**src/rtl/booth_pkg.sv**
```systemverilog
`default_nettype none
// ============================================================================
// booth_pkg : shared widths, result entry type and product assembly for the
//             4x4 signed Booth multiplier result path.       rev 1.0
// ============================================================================
package booth_pkg;

    localparam int PROD_W = 8;
    localparam int ACC_W  = 5;
    localparam int Q_W    = 5;

    typedef struct packed {
        logic              err;
        logic [PROD_W-1:0] prod;
    } result_entry_t;

    // q[0] is the Booth Q-1 bookkeeping bit and carries no product weight.
    function automatic result_entry_t assemble_product(
        input logic [ACC_W-1:0] acc,
        input logic [Q_W-1:0]   q
    );
        result_entry_t e;
        logic          unused_qm1;
        unused_qm1 = q[0];
        e.err      = acc[4] ^ acc[3];
        e.prod     = {acc[3:0], q[4:1]};
        return e;
    endfunction

endpackage
`default_nettype wire

```
**src/rtl/booth_result_fifo.sv**
```systemverilog
`default_nettype none
// ============================================================================
// booth_result_fifo : generic first-word-fall-through FIFO with occupancy.
//                     rev 1.0
// ============================================================================
module booth_result_fifo #(
    parameter int DEPTH = 4,
    parameter int WIDTH = 9
) (
    input  logic                         i_clk,
    input  logic                         i_rst_n,
    input  logic                         i_push,
    input  logic                         i_pop,
    input  logic [WIDTH-1:0]             i_wdata,
    output logic [WIDTH-1:0]             o_rdata,
    output logic                         o_full,
    output logic                         o_empty,
    output logic [$clog2(DEPTH+1)-1:0]   o_count
);

    localparam int PTR_W    = $clog2(DEPTH);
    localparam int CNT_BITS = $clog2(DEPTH+1);

    logic [WIDTH-1:0]    r_mem [DEPTH];
    logic [PTR_W-1:0]    r_wr_ptr;
    logic [PTR_W-1:0]    r_rd_ptr;
    logic [CNT_BITS-1:0] r_count;
    logic [WIDTH-1:0]    r_hold;

    always_ff @(posedge i_clk) begin
        if (i_push) begin
            r_mem[r_wr_ptr] <= i_wdata;
        end
    end

    // r_hold keeps the last presented head so the read port is stable when empty.
    always_ff @(posedge i_clk or negedge i_rst_n) begin
        if (!i_rst_n) begin
            r_wr_ptr <= '0;
            r_rd_ptr <= '0;
            r_count  <= '0;
            r_hold   <= '0;
        end else begin
            if (i_push) begin
                r_wr_ptr <= r_wr_ptr + PTR_W'(1);
            end
            if (i_pop) begin
                r_rd_ptr <= r_rd_ptr + PTR_W'(1);
            end
            case ({i_push, i_pop})
                2'b10:   r_count <= r_count + CNT_BITS'(1);
                2'b01:   r_count <= r_count - CNT_BITS'(1);
                default: r_count <= r_count;
            endcase
            if (!o_empty) begin
                r_hold <= r_mem[r_rd_ptr];
            end
        end
    end

    assign o_empty = (r_count == '0);
    assign o_full  = (r_count == CNT_BITS'(DEPTH));
    assign o_count = r_count;
    assign o_rdata = o_empty ? r_hold : r_mem[r_rd_ptr];

endmodule
`default_nettype wire

```
**src/rtl/booth_result_collector.sv**
```systemverilog
`default_nettype none
// ============================================================================
// booth_result_collector : captures Booth products on done rising edges and
//                          queues them for a valid/ready consumer.  rev 1.0
// ============================================================================
module booth_result_collector #(
    parameter int DEPTH  = 4,
    parameter int PROD_W = 8,
    parameter int CNT_W  = 8
) (
    input  logic                          i_clk,
    input  logic                          i_rst_n,
    input  logic                          i_assert_done,
    input  logic [booth_pkg::ACC_W-1:0]   i_acc_out,
    input  logic [booth_pkg::Q_W-1:0]     i_q_out,
    input  logic                          i_ready,
    output logic                          o_valid,
    output logic [PROD_W-1:0]             o_result,
    output logic                          o_err,
    output logic                          o_full,
    output logic [$clog2(DEPTH+1)-1:0]    o_count,
    output logic                          o_drop,
    output logic [CNT_W-1:0]              o_total
);

    import booth_pkg::result_entry_t;
    import booth_pkg::assemble_product;

    logic             r_done_d;
    logic             r_drop;
    logic [CNT_W-1:0] r_total;

    logic             w_push_req;
    logic             w_pop;
    logic             w_push;
    logic             w_full;
    logic             w_empty;
    result_entry_t    w_entry;
    result_entry_t    w_head;

    // r_done_d resets high so a done level held through reset is not a new product.
    assign w_push_req = i_assert_done & ~r_done_d;
    assign w_entry    = assemble_product(i_acc_out, i_q_out);
    assign w_pop      = ~w_empty & i_ready;
    assign w_push     = w_push_req & (~w_full | w_pop);

    booth_result_fifo #(
        .DEPTH (DEPTH),
        .WIDTH ($bits(result_entry_t))
    ) u_fifo (
        .i_clk   (i_clk),
        .i_rst_n (i_rst_n),
        .i_push  (w_push),
        .i_pop   (w_pop),
        .i_wdata (w_entry),
        .o_rdata (w_head),
        .o_full  (w_full),
        .o_empty (w_empty),
        .o_count (o_count)
    );

    always_ff @(posedge i_clk or negedge i_rst_n) begin
        if (!i_rst_n) begin
            r_done_d <= 1'b1;
            r_drop   <= 1'b0;
            r_total  <= '0;
        end else begin
            r_done_d <= i_assert_done;
            r_drop   <= w_push_req & w_full & ~w_pop;
            if (w_push) begin
                r_total <= r_total + CNT_W'(1);
            end
        end
    end

    assign o_valid  = ~w_empty;
    assign o_full   = w_full;
    assign o_result = w_head.prod;
    assign o_err    = w_head.err;
    assign o_drop   = r_drop;
    assign o_total  = r_total;

endmodule
`default_nettype wire

```
**config.mk**
```make
export PLATFORM = sky130hd
export DESIGN_NAME = booth_result_collector
export DESIGN_NICKNAME = d
export VERILOG_FILES = /design/src/rtl/booth_pkg.sv /design/src/rtl/booth_result_fifo.sv /design/src/rtl/booth_result_collector.sv
export SDC_FILE = /design/constraint.sdc
export NUM_CORES = 1
export LEC_CHECK = 0
export CAP_MARGIN = 0
export CORE_ASPECT_RATIO = 0.75
export CORE_UTILIZATION = 53
export CTS_BUF_LIST = sky130_fd_sc_hd__clkbuf_16
export DETAILED_ROUTE_END_ITERATION = 12
export GPL_TIMING_DRIVEN = 1
export PLACE_DENSITY = 0.83
export SLEW_MARGIN = 20
export SYNTH_ARGS = -nofsm -noshare
export SYNTH_HDL_FRONTEND = slang
export SYNTH_SLANG_ARGS = --single-unit
```
**constraint.sdc**
```tcl
create_clock -name i_clk -period 2.7 [get_ports i_clk]
set_input_delay 0.81 -clock i_clk [delete_from_list [all_inputs] [get_ports i_clk]]
set_output_delay 0.81 -clock i_clk [all_outputs]
set_load 0.02 [all_outputs]
```
==> results by group, run 1 <==
Clock tree
  – CTS Root Cell: clkbuf_16
  – Clock transition at path regs: 0.05 ns
  – Clock Path Buffers: 2
  – Hold Buf Count CTS: 0
  – CTS sink count: 62
  – Clock insertion delay at the later pin of the skew report: 0.32 ns
  – CTS tree: yes
  – TritonCTS Buffers: 9
  – H-tree depth: 3

Layout
  – N_diodes: 0
  – Fin util: 0.732
  – Share of layout cells above drive strength 1: 0.317
  – Area added between synthesis and finish: 29.7%
  – Commonest non-fill, non-tap cell in the layout: edfxtp_1
  – Fill cells: ~260
  – Final cell count without fillers: 259
  – Post-layout instance area: 0.00333 mm^2
  – Final nets: 218
  – Most frequent cells in the layout: edfxtp_1 (36), clkdlybuf4s50_1 (25), dfrtp_1 (23), buf_4 (14), mux2_4 (10)

Placed design
  – Port-buffer cells: 35
  – Placed cell areas: 0.00308 mm^2
  – Detail Placement HPWL: 3.02 mm
  – Placed cells: roughly 240
  – GP Congestion: 0.813

Floorplanning
  – Die area: 0.00512 mm^2
  – Initial Util: 0.564
  – Row Count: 21
  – Core Area: approximately 0.0045 mm^2
  – Die height: around 62 um
  – Top Ports: 37
  – Die Width: 82.3 um

Logic synthesis
  – Avg Synthesized Cell Area: 18.6 um^2
  – Mapped Nets: 159
  – Number of synthesized register bits: 62
  – Cell Area, Synth: 0.00256 mm^2
  – Simple-Gate Fraction of Synth Area: 0.0727
  – Gate Count Post-Synth: about 140
  – Mux cell area share after synthesis: 0.147
  – Compound-Gate Fraction of Synth Area: 0
  – Fraction of the mapped netlist area in adder cells: 0.0371
  – Netlist cell types: 31
  – Post-synthesis xor/xnor area fraction: 0.0478
  – Ys Warns: 0
  – Largest family of logic cells by synthesized area: multiplexers
  – Sequential element share of the synthesized area: 0.676

Pwr
  – Max VDD drop: between 0.7 and 0.8 mV
  – Clock power frac: 0.251
  – Sw frac: 0.320
  – Internal: around 2.6 mW
  – Pwr per Cell Area: 1160 mW/mm^2
  – Switching power: 1.23 mW
  – Seq pwr share: 0.367
  – Leak: around 1.4 nW
  – Gate power share: 0.382

Worst setup path
  – CP max FO: 7
  – Critical Path AT: 1.82 ns
  – Setup crit end kind: output port
  – Kind of critical path: reg -> out
  – Worst R2R Setup Slack: 0.55 ns
  – Startpoint Class: flip-flop
  – WP data required: 1.89 ns

STA
  – Fin crit share: 0.974
  – Skew final: 0.00639 ns
  – Maximum clock frequency: 0.380 GHz
  – RSZ-0062 raised after global routing: false
  – Final hold violation count: 0
  – Max-slew violation count: 0
  – Tightest Pin Transition: 0.352 ns
  – Setup violators final: 0
  – Slew headroom: 0.765
  – Fin crit period: 2.63 ns
  – Final TNS setup: 0 ns

Route
  – DRC errors left: 0
  – Pre-antenna DRT Iters: 4
  – Detailed Route Iter0 Violations: 58
  – Vias: 1387
  – DRT Wirelength: 4.67 mm
  – WL per Instance: 18.0 um
  – DR vias/cell: 5.36
  – Final ANT Viol Nets: 0

Hold path
  – Worst Hold Class: reg -> reg

Global route
  – Global-route wire length before repair: 7.61 mm
  – Global route total overflow: 0
  – Largest net degree at the start of global routing: 27
  – Number of global-route vias before repair: 1472
  – Initial antenna violation count: 0
  – GRT Total Usage: 0.221

Flow run
  – Max_cap viols: 0

Status
  – Status: finished clean
[stage by stage]
stage / hold WS [ns] / setup slack [ns] / power (mW)
6_report: 0.474 / 0.0696 / 3.86
5_1_grt: 0.499 / 0.00124 / 4.07
4_1_cts: 0.481 / 0.0208 / 3.88
3_5_place_dp: 0.463 / -0.199 / 2.96
3_3_place_gp: 0.456 / -0.0842 / 2.89
2_1_floorplan: 0.514 / 0.303 / 2.33
[logic make-up after synthesis]
logic type / count (synthesis)
flops: 62
simple gates: 25
xor+xnor: 14
mux: 21
fa+ha+maj: 7
buf+inv: 9
[cell type report]
type | count | area [um^2] | share of cell area
well taps | 57 | 71.3 | 0.0214
repair buffers | 51 | 457 | 0.137
multi-input cells | 67 | 781 | 0.235
inverters | 6 | 22.5 | 0.00677
clock buffers | 9 | 225 | 0.0677
flip-flops and latches | 62 | 1740 | 0.522
clock inverters | 7 | 33.8 | 0.0102
[power groups by stage]
stage          Clock, mW  Combinational, mW  Sequential [mW]
5_1_grt             1.04               1.59             1.44
3_3_place_gp           0               1.49             1.40
2_1_floorplan          0              0.873             1.46
6_report           0.970               1.47             1.42
3_5_place_dp           0               1.54             1.42
4_1_cts            0.993               1.47             1.42
[sequential cells by signal, indices dropped and copies added (netlist names)]
signal	cells
o_drop	1
o_total	8
r_done_d	1
u_fifo.o_count	3
u_fifo.r_hold	9
u_fifo.r_mem	36
u_fifo.r_rd_ptr	2
u_fifo.r_wr_ptr	2
[synth_stat cells]
cell / n / area share
mux2_2: 1 / 0.0044
and4b_1: 1 / 0.0039
nor2_4: 1 / 0.0044
nor4b_4: 1 / 0.0093
dfrtp_1: 25 / 0.24
nand2b_1: 1 / 0.0024
mux2i_1: 1 / 0.0039
nand2_1: 1 / 0.0015
and3_1: 2 / 0.0049
edfxtp_1: 36 / 0.42
xor2_1: 9 / 0.031
xnor2_1: 5 / 0.017
mux4_2: 8 / 0.070
nand4_1: 1 / 0.0024
or3_4: 1 / 0.0044
ha_1: 6 / 0.029
fa_1: 1 / 0.0078
mux2_4: 10 / 0.059
nand3_1: 3 / 0.0059
inv_1: 6 / 0.0088
nor3b_1: 1 / 0.0029
dfstp_2: 1 / 0.010
mux4_1: 1 / 0.010
and2_1: 5 / 0.012
buf_2: 1 / 0.0019
or4b_1: 1 / 0.0039
nand3b_1: 1 / 0.0029
nor2_1: 2 / 0.0029
and4bb_2: 1 / 0.0049
buf_6: 2 / 0.0088
nor3_1: 2 / 0.0039
[final timing paths]
kind | startpoint | to | cells after the start
max in group asynchronous | i_rst_n | r_done_d | 2
worst min-delay path | o_total[7] | o_total[7] | 1
worst min register to register | o_total[7] | o_total[7] | 1
worst max-delay path | u_fifo.r_rd_ptr[0] | o_result[2] | 4
min in group asynchronous | i_rst_n | u_fifo.r_hold[4] | 2
worst max register to register | u_fifo.o_count[1] | u_fifo.o_count[2] | 10
[per-layer routing]
layer,global-route usage,up-vias,wire length [um]
met4,0.0680,0,43
met5,0,-,0
met1,0.283,720,2030
li1,-,631,-
met3,0.110,4,226
met2,0.330,32,2370
[worst max-delay path: stages (launching register included)]
cell	delay, ns
dfrtp_2	0.42
buf_12	0.15
mux4_2	0.50
mux2_4	0.27
buf_2	0.16
[what timing repair did]
action / in CTS / in global routing
pin swaps: 0 / 1
endpoints found under the hold margin: 0 / 0
setup buffers: 0 / 1
resized for setup: 38 / 5
endpoints found under the setup margin: 9 / 2
Note: power is estimated with default switching activity, not from simulation.
==> inputs of run 2 (changes only) <==
CAP_MARGIN = 30   (was 0)
==> results of run 2 <==
Final layout, timing and power as in run 1 (identical DEF).
==> patch 1 (config.mk and constraints of run 1) <==
`DEPTH` is set to 4 in 2 places; all go to 8.
--- a/src/rtl/booth_result_fifo.sv
+++ b/src/rtl/booth_result_fifo.sv
@@ -6,3 +6,3 @@
 module booth_result_fifo #(
-    parameter int DEPTH = 4,
+    parameter int DEPTH = 8,
     parameter int WIDTH = 9
--- a/src/rtl/booth_result_collector.sv
+++ b/src/rtl/booth_result_collector.sv
@@ -6,3 +6,3 @@
 module booth_result_collector #(
-    parameter int DEPTH  = 4,
+    parameter int DEPTH  = 8,
     parameter int PROD_W = 8,
Interface: changed (resized o_count); port bits go from 37 to 38. The function was not compared with the original's and may differ.
==> patch 1 against run 1 <==
  * Synthesized cell count up 84%
  * Global-route usage increased by 2.7 points
  * Design area up 63%
  * The run now ends with negative setup slack left
  * Cell count up 71%
  * Critical endpoint is now o_result[7]
  * Largest power group unchanged
  * Synthesized area increased by 59%
  * Sequential cell count up 39
  * Total power increased by 67%
  * Highest routed layer unchanged
  * Setup slack worse by 0.13 ns
  * Routed wire length increased by 96%
==> patch 1: results (changes against run 1) <==
[cts]
insertion_delay_ns = 0.35  ; +0.03 ns

[sta]
whs_ns = 0.469  ; -0.00430 ns
fin_worst_skew_ns = 0.00511  ; -0.00128 ns
tightest_slew_ns = 0.511  ; +0.159 ns
setup_tns_ns = -0.354  ; -0.354 ns
worst_slack_ns = -0.0646  ; -0.134 ns
setup_viol = 8  ; +8

[routing]
met3WireLength_um = 530  ; +130%
drt_iter0_markers = 177  ; +210%
wl_per_cell_um = 20.7  ; +15%
wl_met2_um = 4660  ; +97%
via_per_inst = 5.69  ; +6.3%
met1_length_um = 3690  ; +82%

[worst_setup_path]
slowest_stage = dfrtp_2
worst_path_largest_cell_delay_ns = 0.46  ; -0.04 ns
arrival_ns = 1.95  ; +0.13 ns
reg2reg_setup_slack_ns = 0.25  ; -0.30 ns
worstPathMaxFanout = 5  ; -2
endpoint = o_result[7]

[synthesis]
synth-edff-count = 72  ; +100%
syn_inst = 254  ; +84%
synth_commonest_cells = edfxtp_1, dfrtp_1, mux2_2
ys_ff_latch = 101  ; +63%
synthTopCellsByArea = edfxtp_1, dfrtp_1, mux2_2
yosysUniqueCellTypes = 32  ; +3.2%
synth_nets = 274  ; +72%
async_reset_ff_share_pct = 28.7  ; -13 points

[cells_and_area]
largest_reg_flops = 72  ; +100%
drive_above_1_share_pct = 32.8  ; +1.2 points
clk_share_pct = 6.15  ; -1.6 points
fin_nets = 356  ; +63%
nonClkBufAreaFrac_pct = 14.7  ; +0.96 points
nFillCells = 431  ; +65%
inv_count = 3  ; -3
multiInputGateArea_mm2 = 0.00126  ; +61%
multi_input_gates = 141  ; +110%
num-nonclk-buffers = 80  ; +57%
regArea_mm2 = 0.00289  ; +67%

[placement]
gp_congestion = 0.778  ; -4.2%
dp_cells = 417  ; +72%
preCtsSetupSlack_ns = -0.168  ; +0.0308 ns
port_buffers = 36  ; +2.9%

[die]
dieArea_mm2 = 0.00808  ; +58%

[global_routing]
use_met3_pct = 5.08  ; -6.0 points
grt_pass1_vias = 2568  ; +74%
met2_usage_pct = 40.2  ; +7.2 points
grt_pass1_wl_um = 13800  ; +81%
grt_max_degree = 30  ; +11%
grt_usage_pct = 24.8  ; +2.7 points

[status]
failed_checks = negative setup slack
status = complete, but fails checks

[power_and_ir_drop]
swShare_pct = 33.8  ; +1.8 points
vdd.ir_drop.worst_mv = 0.645  ; -17%

-- patch 1: worst max-delay path, delay by kind of cell, from the launching register on --
family | cells | cell delay [ns]
compound gates | 3 | 0.55
buf+inv | 2 | 0.47
flops | 1 | 0.46
mux | 1 | 0.12
-- patch 1: power by group through the flow --
stage	logic [mW]	registers [mW]	clock network (mW)
global route	3.07	2.19	1.48
global placement	2.21	2.14	0
finish	2.88	2.16	1.41
floorplan	1.17	2.25	0
CTS	2.75	2.15	1.42
detailed placement	2.28	2.16	0
-- patch 1: kinds of logic (layout without fill, tap and decap cells) --
kind of cell	count (synthesis)	after routing	share of synthesized area (%)
compound gates	30	30	5.41
flops	101	101	70.6
xor+xnor	17	17	3.64
fa+ha+maj	6	6	1.84
buf+inv	12	99	1.80
simple gates	48	48	6.21
mux	40	40	10.5
-- patch 1: timing repair --
action                                  4_1_cts  5_1_grt
endpoints found under the setup margin        9       11
pin swaps                                    11        8
resized for setup                            83       13
buffers inserted                              5        0
cloned                                        3        1
endpoints found under the hold margin         0        0
==> patch 2 (flow settings as in run 1) <==
Without the edit above. Put a register stage on the output `o_err`, with the module's reset. The value now appears one clock later. The other outputs are not delayed to match.
--- a/src/rtl/booth_result_collector.sv
+++ b/src/rtl/booth_result_collector.sv
@@ -78,3 +78,9 @@
     assign o_result = w_head.prod;
-    assign o_err    = w_head.err;
+    always_ff @(posedge i_clk or negedge i_rst_n) begin
+        if (!i_rst_n) begin
+            o_err <= '0;
+        end else begin
+            o_err <= w_head.err;
+        end
+    end
     assign o_drop   = r_drop;
Formal check against the unedited RTL: not equivalent (a bounded check fails within 4 cycles, from zero or initial values and one cycle with i_rst_n low).
==> patch 2 against run 1 <==
  * Largest cell class unchanged
  * Total power grew 1.3%
  * Die area grew 2.3%
  * Cell count fell by 0.39%
  * Critical endpoint is now o_result[7]
  * Setup slack improved by 0.023 ns
  * Routed wire length decreased by 1.1%
  * Combinational power is 3% lower
  * Clock skew about the same
  * Sequential cell count stayed put
  * Synthesized cell count up 5.8%
  * Clock power is 11% higher
  * Design area barely moved
  * Synthesized area grew 2.3%
  * Worst hold slack got worse by 0.012 ns
  * Utilization shrank 0.81 points
==> patch 2: results (changes against run 1) <==
[placement]
gp_congestion = 0.801  ; -1.4%
preCtsSetupSlack_ns = -0.159  ; +0.0398 ns
hpwl_um = 3100  ; +2.7%
dp_cells = 241  ; -0.41%

[global_routing]
gr-usage-met1_pct = 23.6  ; -4.7 points
grt_usage_pct = 20.9  ; -1.2 points
use_met3_pct = 10.0  ; -0.99 points
grt_pass1_wl_um = 7730  ; +1.6%
grt_pass1_vias = 1496  ; +1.6%

[synthesis]
synth_adder_area_share_pct = 3.62  ; -0.085 points
ys_seq_area_share_pct = 66.0  ; -1.5 points
synth_commonest_cells = edfxtp_1, dfrtp_1, mux2_4
synth_nets = 167  ; +5.0%
yosysUniqueCellTypes = 32  ; +3.2%

[sta]
max_clock_freq_mhz = 384  ; +0.89%
fin_worst_skew_ns = 0.00671  ; +0.000319 ns
tightest_slew_ns = 0.487  ; +0.135 ns

[power_and_ir_drop]
p_per_area_mw_per_mm2 = 1180  ; +1.3%
p_clk_mw = 1.08  ; +11%

[cells_and_area]
clk_share_pct = 8.50  ; +0.71 points
drive_above_1_share_pct = 29.4  ; -2.3 points
regArea_mm2 = 0.00173  ; -0.14%
fin_nets = 217  ; -0.46%
nonClkBufAreaFrac_pct = 13.1  ; -0.64 points
num-nonclk-buffers = 50  ; -2.0%

[worst_setup_path]
worstPathMaxFanout = 10  ; +3
reg2reg_setup_slack_ns = 0.61  ; +0.06 ns

[routing]
drt_iter0_markers = 62  ; +6.9%
wirelength_um = 4620  ; -1.1%
via_per_inst = 5.29  ; -1.3%
met1_length_um = 1930  ; -4.7%

[status]
status = finished clean

patch 2: worst max-delay path, cell delays in order, from the launching register on:
cell and delay, ns:
dfrtp_1 0.64, mux4_2 0.39, mux2_4 0.27, buf_2 0.16
patch 2: path summary, 6_finish.rpt:
path | endpoint | from | cells after the start
max | o_result[7] | u_fifo.r_rd_ptr[1]$_DFFE_PN0P_ | 3
min | o_total[7]$_DFFE_PN0P_ | o_total[7]$_DFFE_PN0P_ | 1
max reg2reg | u_fifo.o_count[2]$_DFFE_PN0P_ | u_fifo.o_count[1]$_DFFE_PN0P_ | 10
min reg2reg | o_total[7]$_DFFE_PN0P_ | o_total[7]$_DFFE_PN0P_ | 1
max in group asynchronous | r_done_d$_DFF_PN1_ | i_rst_n | 2
min in group asynchronous | u_fifo.r_rd_ptr[1]$_DFFE_PN0P_ | i_rst_n | 2
patch 2: what timing repair did:
item,4_1_cts,5_1_grt
resized for setup,32,0
hold buffers,0,0
endpoints found under the setup margin,8,0
setup buffers,1,0
